$ cat src/rtl/interrupt_controller.sv
// rtl/interrupt_controller.sv - daisy-chain interrupt arbiter presenting one winner to the CPU
module interrupt_controller #(
  parameter int N_DEV    = 4,
  parameter int MAX_WAIT = 16
) (
  input  logic                 clk,
  input  logic                 reset,
  input  logic [N_DEV-1:0]     hasInterrupt,
  input  logic [N_DEV-1:0]     me,
  input  logic [8*N_DEV-1:0]   trapTypeIn,
  input  logic [4*N_DEV-1:0]   levelIn,
  input  logic [3:0]           cpuLevel,
  input  logic                 intAck,
  output logic                 PI,
  output logic                 handledO,
  output logic                 irq,
  output logic [7:0]           vector,
  output logic [3:0]           irqLevel,
  output logic [7:0]           spuriousCount,
  output logic                 busy
);

  typedef enum logic [2:0] {IDLE, POLL, CHECK, REQ, DONE} state_t;

  state_t      state, state_nxt;
  logic [7:0]  waitCnt, waitCnt_nxt;
  logic        pi_nxt, handled_nxt, irq_nxt;
  logic [7:0]  vector_nxt, spur_nxt;
  logic [3:0]  level_nxt;
  logic [7:0]  win_trap;
  logic [3:0]  win_level;

  // Scan high to low so the lowest selected index is the one left standing.
  always_comb begin
    win_trap  = '0;
    win_level = '0;
    for (int i = N_DEV - 1; i >= 0; i--) begin
      if (me[i]) begin
        win_trap  = trapTypeIn[8*i +: 8];
        win_level = levelIn[4*i +: 4];
      end
    end
  end

  always_comb begin
    state_nxt   = state;
    waitCnt_nxt = waitCnt;
    pi_nxt      = PI;
    handled_nxt = handledO;
    irq_nxt     = irq;
    vector_nxt  = vector;
    level_nxt   = irqLevel;
    spur_nxt    = spuriousCount;
    case (state)
      IDLE: begin
        if (|hasInterrupt) begin
          pi_nxt      = 1'b1;
          waitCnt_nxt = '0;
          state_nxt   = POLL;
        end
      end
      POLL: begin
        waitCnt_nxt = waitCnt + 8'd1;
        if (|me) begin
          vector_nxt = win_trap;
          level_nxt  = win_level;
          state_nxt  = CHECK;
        end else if (waitCnt == 8'(MAX_WAIT - 1)) begin
          pi_nxt    = 1'b0;
          spur_nxt  = (spuriousCount == 8'hff) ? spuriousCount : spuriousCount + 8'd1;
          state_nxt = IDLE;
        end
      end
      CHECK: begin
        if (irqLevel > cpuLevel) begin
          irq_nxt   = 1'b1;
          state_nxt = REQ;
        end else begin
          // Not retired: the device stays pending and is polled again from IDLE.
          pi_nxt    = 1'b0;
          state_nxt = IDLE;
        end
      end
      REQ: begin
        if (intAck) begin
          irq_nxt     = 1'b0;
          pi_nxt      = 1'b0;
          handled_nxt = 1'b1;
          state_nxt   = DONE;
        end
      end
      DONE: begin
        handled_nxt = 1'b0;
        state_nxt   = IDLE;
      end
      default: state_nxt = IDLE;
    endcase
  end

  always_ff @(posedge clk) begin
    if (reset) begin
      state         <= IDLE;
      waitCnt       <= '0;
      PI            <= 1'b0;
      handledO      <= 1'b0;
      irq           <= 1'b0;
      vector        <= '0;
      irqLevel      <= '0;
      spuriousCount <= '0;
    end else begin
      state         <= state_nxt;
      waitCnt       <= waitCnt_nxt;
      PI            <= pi_nxt;
      handledO      <= handled_nxt;
      irq           <= irq_nxt;
      vector        <= vector_nxt;
      irqLevel      <= level_nxt;
      spuriousCount <= spur_nxt;
    end
  end

  assign busy = (state != IDLE);

endmodule

$ cat config.mk
export PLATFORM = sky130hd
export DESIGN_NAME = interrupt_controller
export DESIGN_NICKNAME = d
export VERILOG_FILES = /design/src/rtl/interrupt_controller.sv
export SDC_FILE = /design/constraint.sdc
export NUM_CORES = 1
export LEC_CHECK = 0
export ABC_AREA = 0
export BUFFER_PORTS_ARGS = -buffer_cell sky130_fd_sc_hd__buf_2
export CAP_MARGIN = 20
export CORE_MARGIN = 3
export CORE_UTILIZATION = 47
export CTS_CLUSTER_SIZE = 8
export DETAILED_ROUTE_END_ITERATION = 6
export PLACE_DENSITY = 0.92
export SETUP_SLACK_MARGIN = 0.1
export SLEW_MARGIN = 0
export SYNTH_ARGS = -nofsm -noshare
export SYNTH_HDL_FRONTEND = slang
export SYNTH_SLANG_ARGS = --single-unit
$ cat constraint.sdc
create_clock -name clk -period 3.25 [get_ports clk]
set_input_delay 0.325 -clock clk [delete_from_list [all_inputs] [get_ports clk]]
set_output_delay 0.325 -clock clk [all_outputs]
set_load 0.02 [all_outputs]
* Word level (Yosys, flattened, before mapping) *
Cells that the tools add are included.

cells by class
  $add $sub $neg = 2
  $lt $le $gt $ge = 1
  equal/unequal tests = 13
  mux-type cells = 26
  bitwise logic cells = 2
  reduce and logical (&&, ||, !) cells = 15

operators with widths
  kind                                                  count
  2-to-1 mux 8 bit                                      5
  adder 8 x 1 -> 8 bit (second input constant)          2
  2-to-1 mux 4 bit                                      4
  case mux 8 bit (2 select lines)                       1
  2-to-1 mux 3 bit                                      4
  != test 2 bit (second input constant)                 6
  case mux 3 bit (4 select lines)                       1
  equality test 8 x 4 -> 1 bit (second input constant)  1
  equality test 8 bit (second input constant)           1
  OR reduction 4 bit                                    2
  2-to-1 mux 1 bit                                      7
  equality test 3 x 2 -> 1 bit (second input constant)  2
  AND reduction 2 bit                                   3
  AND reduction 3 bit                                   2
  AND reduction 6 bit                                   1
  nonzero test 2 bit                                    3
  > comparator 4 bit                                    1
  case mux 1 bit (2 select lines)                       2
  case mux 1 bit (4 select lines)                       1
  AND reduction 4 bit                                   1
  nonzero test 4 bit                                    1
  equality test 3 x 1 -> 1 bit (second input constant)  1
  equality test 3 bit (second input constant)           1
  logical NOT 3 bit                                     1
  4 further kinds                                       5

word-level totals
  register bits = 34
  input port bits = 63
  logic and storage cells = 67

* Longest topological paths before layout *
  word-level depth = 4
  depth in mapped cells = 8
  gate-level depth less buffers = 7

* Worst setup path before layout *
Ideal clock, no wire load.

  path type = input to register
  from = in me[0]
  to = reg spuriousCount[5]
  library setup time = 116 ps
  arrival = 2,167 ps
  data required time = 3,134 ps
  slack = 967 ps
  cell stages on the path = 7
  buffers on the path = 2
  cells stage by stage = clkbuf_1 > or4_1 > or4_1 > clkbuf_2 > a21oi_1 > a21oi_1 > a31o_2

between the ends
  cells in the longest elaborated chain, start to end = 3

RTL lines
  what                           line  source
  from (decl)                    9     input logic [N_DEV-1:0] me,
  OR reduction 4 bit             64    if (|me) begin
  inverter 1 bit (no line)       --
  AND reduction 4 bit (no line)  --
  to (signal assigned)           118   spuriousCount <= spur_nxt;
  to (decl)                      19    output logic [7:0] spuriousCount,

No other way between the ends.
A chain may end at the register's enable or synchronous reset.

* Worst setup path after layout *
  from = reg state[0]
  to = reg spuriousCount[5]

between the ends
  cells in the longest elaborated chain, start to end = 2

RTL lines
  what                           line  source
  from (decl)                    25    state_t state, state_nxt;
  from (signal assigned)         111   state <= state_nxt;
  equality test 3 x 1 -> 1 bit   54    case (state)
  AND reduction 4 bit (no line)  --

No other way between the ends.

==> metrics.md <==
| Metric | Value |
|---|---|
| Worst slew pin tran | `0.991 ns` |
| Vias | `2127` |
| Vias/cell | `5.78` |
| Die Height | `70.4 um` |
| Htree depth | `2` |
| Fin crit period | `2.48 ns` |
| Register bit total from synthesis | `34` |
| Vias in the first global route | `1974` |
| Clock transition at the registers of the reported paths | `0.07 ns` |
| Dpl hpwl | `3.86 mm` |
| Area of all placed cells without fillers | `2450 um^2` |
| Yosys top cell area share | `34.9%` |
| First-pass DRT Iterations | `5` |
| Final setup violation count | `0` |
| Syn_nets | `314` |
| Max_slew headroom | `33.8%` |
| FF-to-FF setup slack | `0.77 ns` |
| Number of distinct library cells after synthesis | `41` |
| Final Slew Violations | `0` |
| Sequential area share after synthesis | `34.9%` |
| Fmax | `403 MHz` |
| Fillers | `328` |
| Crit-path max FO | `11` |
| Syn. warnings | `0` |
| CTS buffer count | `5` |
| Reg-to-Reg Start | `state[0]` |
| Initial DRC count | `195` |
| Synth top cells by count | `34 x dfxtp_1, 29 x nor2_1, 25 x nor3_1` |
| Max-cap violations | `0` |
| Setup repair bufs after CTS | `0` |
| CTS-repair resized insts | `0` |
| Final RePlAce weighted congestion | `0.808` |
| Hold Crit Depth | `3` |
| Critical path class | `register to register` |
| Top-count cell post-synth | `dfxtp_1` |
| Post-Place Cells | `360` |
| # IOs | `87` |
| RSZ-0062 raised after global routing | `no` |
| Drt total wl | `5.25 mm` |
| Initial antenna violation count | `0` |
| Min-Delay Path Class | `input pin to register` |
| Power per cell area | `448 nW/um^2` |
| Worst VDD drop | `0.284 mV` |
| Finished Layout Cells | `368` |
| CTS Root Cell | `clkbuf_8` |
| Gr usage total | `21.3%` |
| DP Area | `2350 um^2` |
| Worst setup SP type | `register` |
| Part of the cycle the worst path needs | `76.4%` |
| Synth area leader | `dfxtp_1` |
| Dominant synthesized flop cell | `dfxtp_1` |
| Count of buffers from port buffering | `86` |
| Final net count | `388` |
| CTS Hold Bufs | `0` |
| Number of antenna diodes | `0` |
| Largest cells by area after synthesis | `dfxtp_1 35%, nor3_1 6.4%, nor2_1 5.6%` |
| Drc violations | `0` |
| Reg area | `681 um^2` |
| Crit path arrival time | `2.67 ns` |
| Synthesized instance count | `245` |
| Hold Path Origin | `trapTypeIn[0]` |
| Leakage | `0.00106 uW` |
| Final Hold Vio Count | `0` |
| Post-route ant nets | `0` |
| Initial Util | `51.0%` |
| Largest net degree at the start of global routing | `37` |
| Netlist Area Pre-Place | `1950 um^2` |
| Area of the multi-input gates | `1160 um^2` |
| Standard-cell rows | `22` |
| Reg2Reg Depth | `5` |
| Post-synth EDFFs | `0` |
| Setup Skew | `0.00468 ns` |
| Die X | `70.4 um` |
| Critical Path RT | `3.44 ns` |
| First-pass GRT wire length | `8.63 mm` |
| CORE AREA | `3830 um^2` |
| Critical register-to-register path endpoint | `spuriousCount[5]` |
| Wire per inst | `14.3 um` |
| Status | `completed` |
| TritonCTS clock tree | `done` |
| Die area | `4960 um^2` |
| Share of layout cells above drive strength 1 | `31.9%` |
| Clk_lat worst skew | `0.29 ns` |
| P&R area growth vs syn | `25.5%` |
| Crit. Startpoint | `state[0]` |
| GRT overflow | `0` |
| Clock sink count | `34` |
| Hold path endpoint | `vector[0]` |
| Syn avg cell area | `7.96 um^2` |
| Worst Setup End Kind | `register` |
| Ys async rst share | `0%` |
| Sum Neg Setup Slack | `0 ns` |
| Maximum clock insertion buffer count | `2` |
[power by group]
group          total [uW]  internal, uW  switching (uW)
Sequential            481           451            30.4
Combinational         288           118             170
Clock                 327           170             157
[metal layers]
metal / part of all wire, % / vias up / wire length (um) / track usage [%]
met5: 0 / - / 0 / 0
met3: 8.3 / 11 / 434 / 6.19
met1: 42 / 972 / 2230 / 26.1
met2: 47 / 89 / 2460 / 35.0
li1: - / 1055 / - / -
met4: 2.2 / 0 / 117 / 8.30
[sequential cells by signal, indices dropped and copies added (netlist names)]
register	count
waitCnt	8
PI	1
spuriousCount	8
vector	8
irqLevel	4
state	3
handledO	1
irq	1
[critical path, cell delays in order (launching register included)]
cell and delay [ns]:
dfxtp_1 0.51, or3b_4 0.48, or4_1 0.65, a21oi_1 0.40
a21oi_1 0.12, a31o_2 0.22
[worst max-delay path by stage]
stage                       endpoint  cells past startpoint
floorplan           spuriousCount[5]                      7
global placement    spuriousCount[5]                      6
detailed placement  spuriousCount[5]                      6
CTS                 spuriousCount[5]                      5
global route        spuriousCount[5]                      5
finish              spuriousCount[5]                      5
[cell usage in the layout, fill, tap and decap left out, drive strengths merged, types with 2 or more instances in the layout]
master / Yosys / layout
and4: 2 / 2
mux2: 3 / 3
nand3b: 2 / 2
a221oi: 12 / 12
nor2b: 13 / 13
nor3: 25 / 25
nand3: 8 / 8
nor4: 3 / 3
or2: 2 / 2
o21a: 2 / 2
ha: 6 / 6
nand2b: 4 / 4
a31oi: 2 / 2
dfxtp: 34 / 34
a21oi: 14 / 14
inv: 6 / 6
a211oi: 13 / 13
o41ai: 2 / 2
a211o: 2 / 2
xnor2: 5 / 5
nor2: 29 / 29
clkbuf: 17 / 6
or4: 4 / 4
nand2: 14 / 14
o21ai: 4 / 4
buf: 2 / 86
or3: 2 / 2
[layout make-up]
class	count	area share [%]
multi-input combinational	186	47.4
sequential	34	27.8
timing repair buffer	86	17.6
clock buffer	6	3.37
tap	48	2.45
inverter	6	0.920
clock inverter	2	0.511
[cells by family after synthesis]
group / Yosys count / synth area share [%]
compound gates: 57 / 20.9
xor+xnor: 5 / 2.24
fa+ha+maj: 6 / 3.85
buf+inv: 25 / 5.64
flops: 34 / 34.9
mux: 4 / 2.24
simple gates: 114 / 30.2
[per-stage QoR]
step           hold slack, ns  worst slack, ns  power (uW)  util (%)
6_report                0.360            0.766        1100      64.0
5_1_grt                 0.375            0.537        1160      64.0
4_1_cts                 0.359            0.772        1110      64.0
3_5_place_dp            0.463            0.628         776      61.5
3_3_place_gp            0.458            0.679         767      61.5
2_1_floorplan           0.460            0.967         681         -
(Power assumes the default switching activity.)
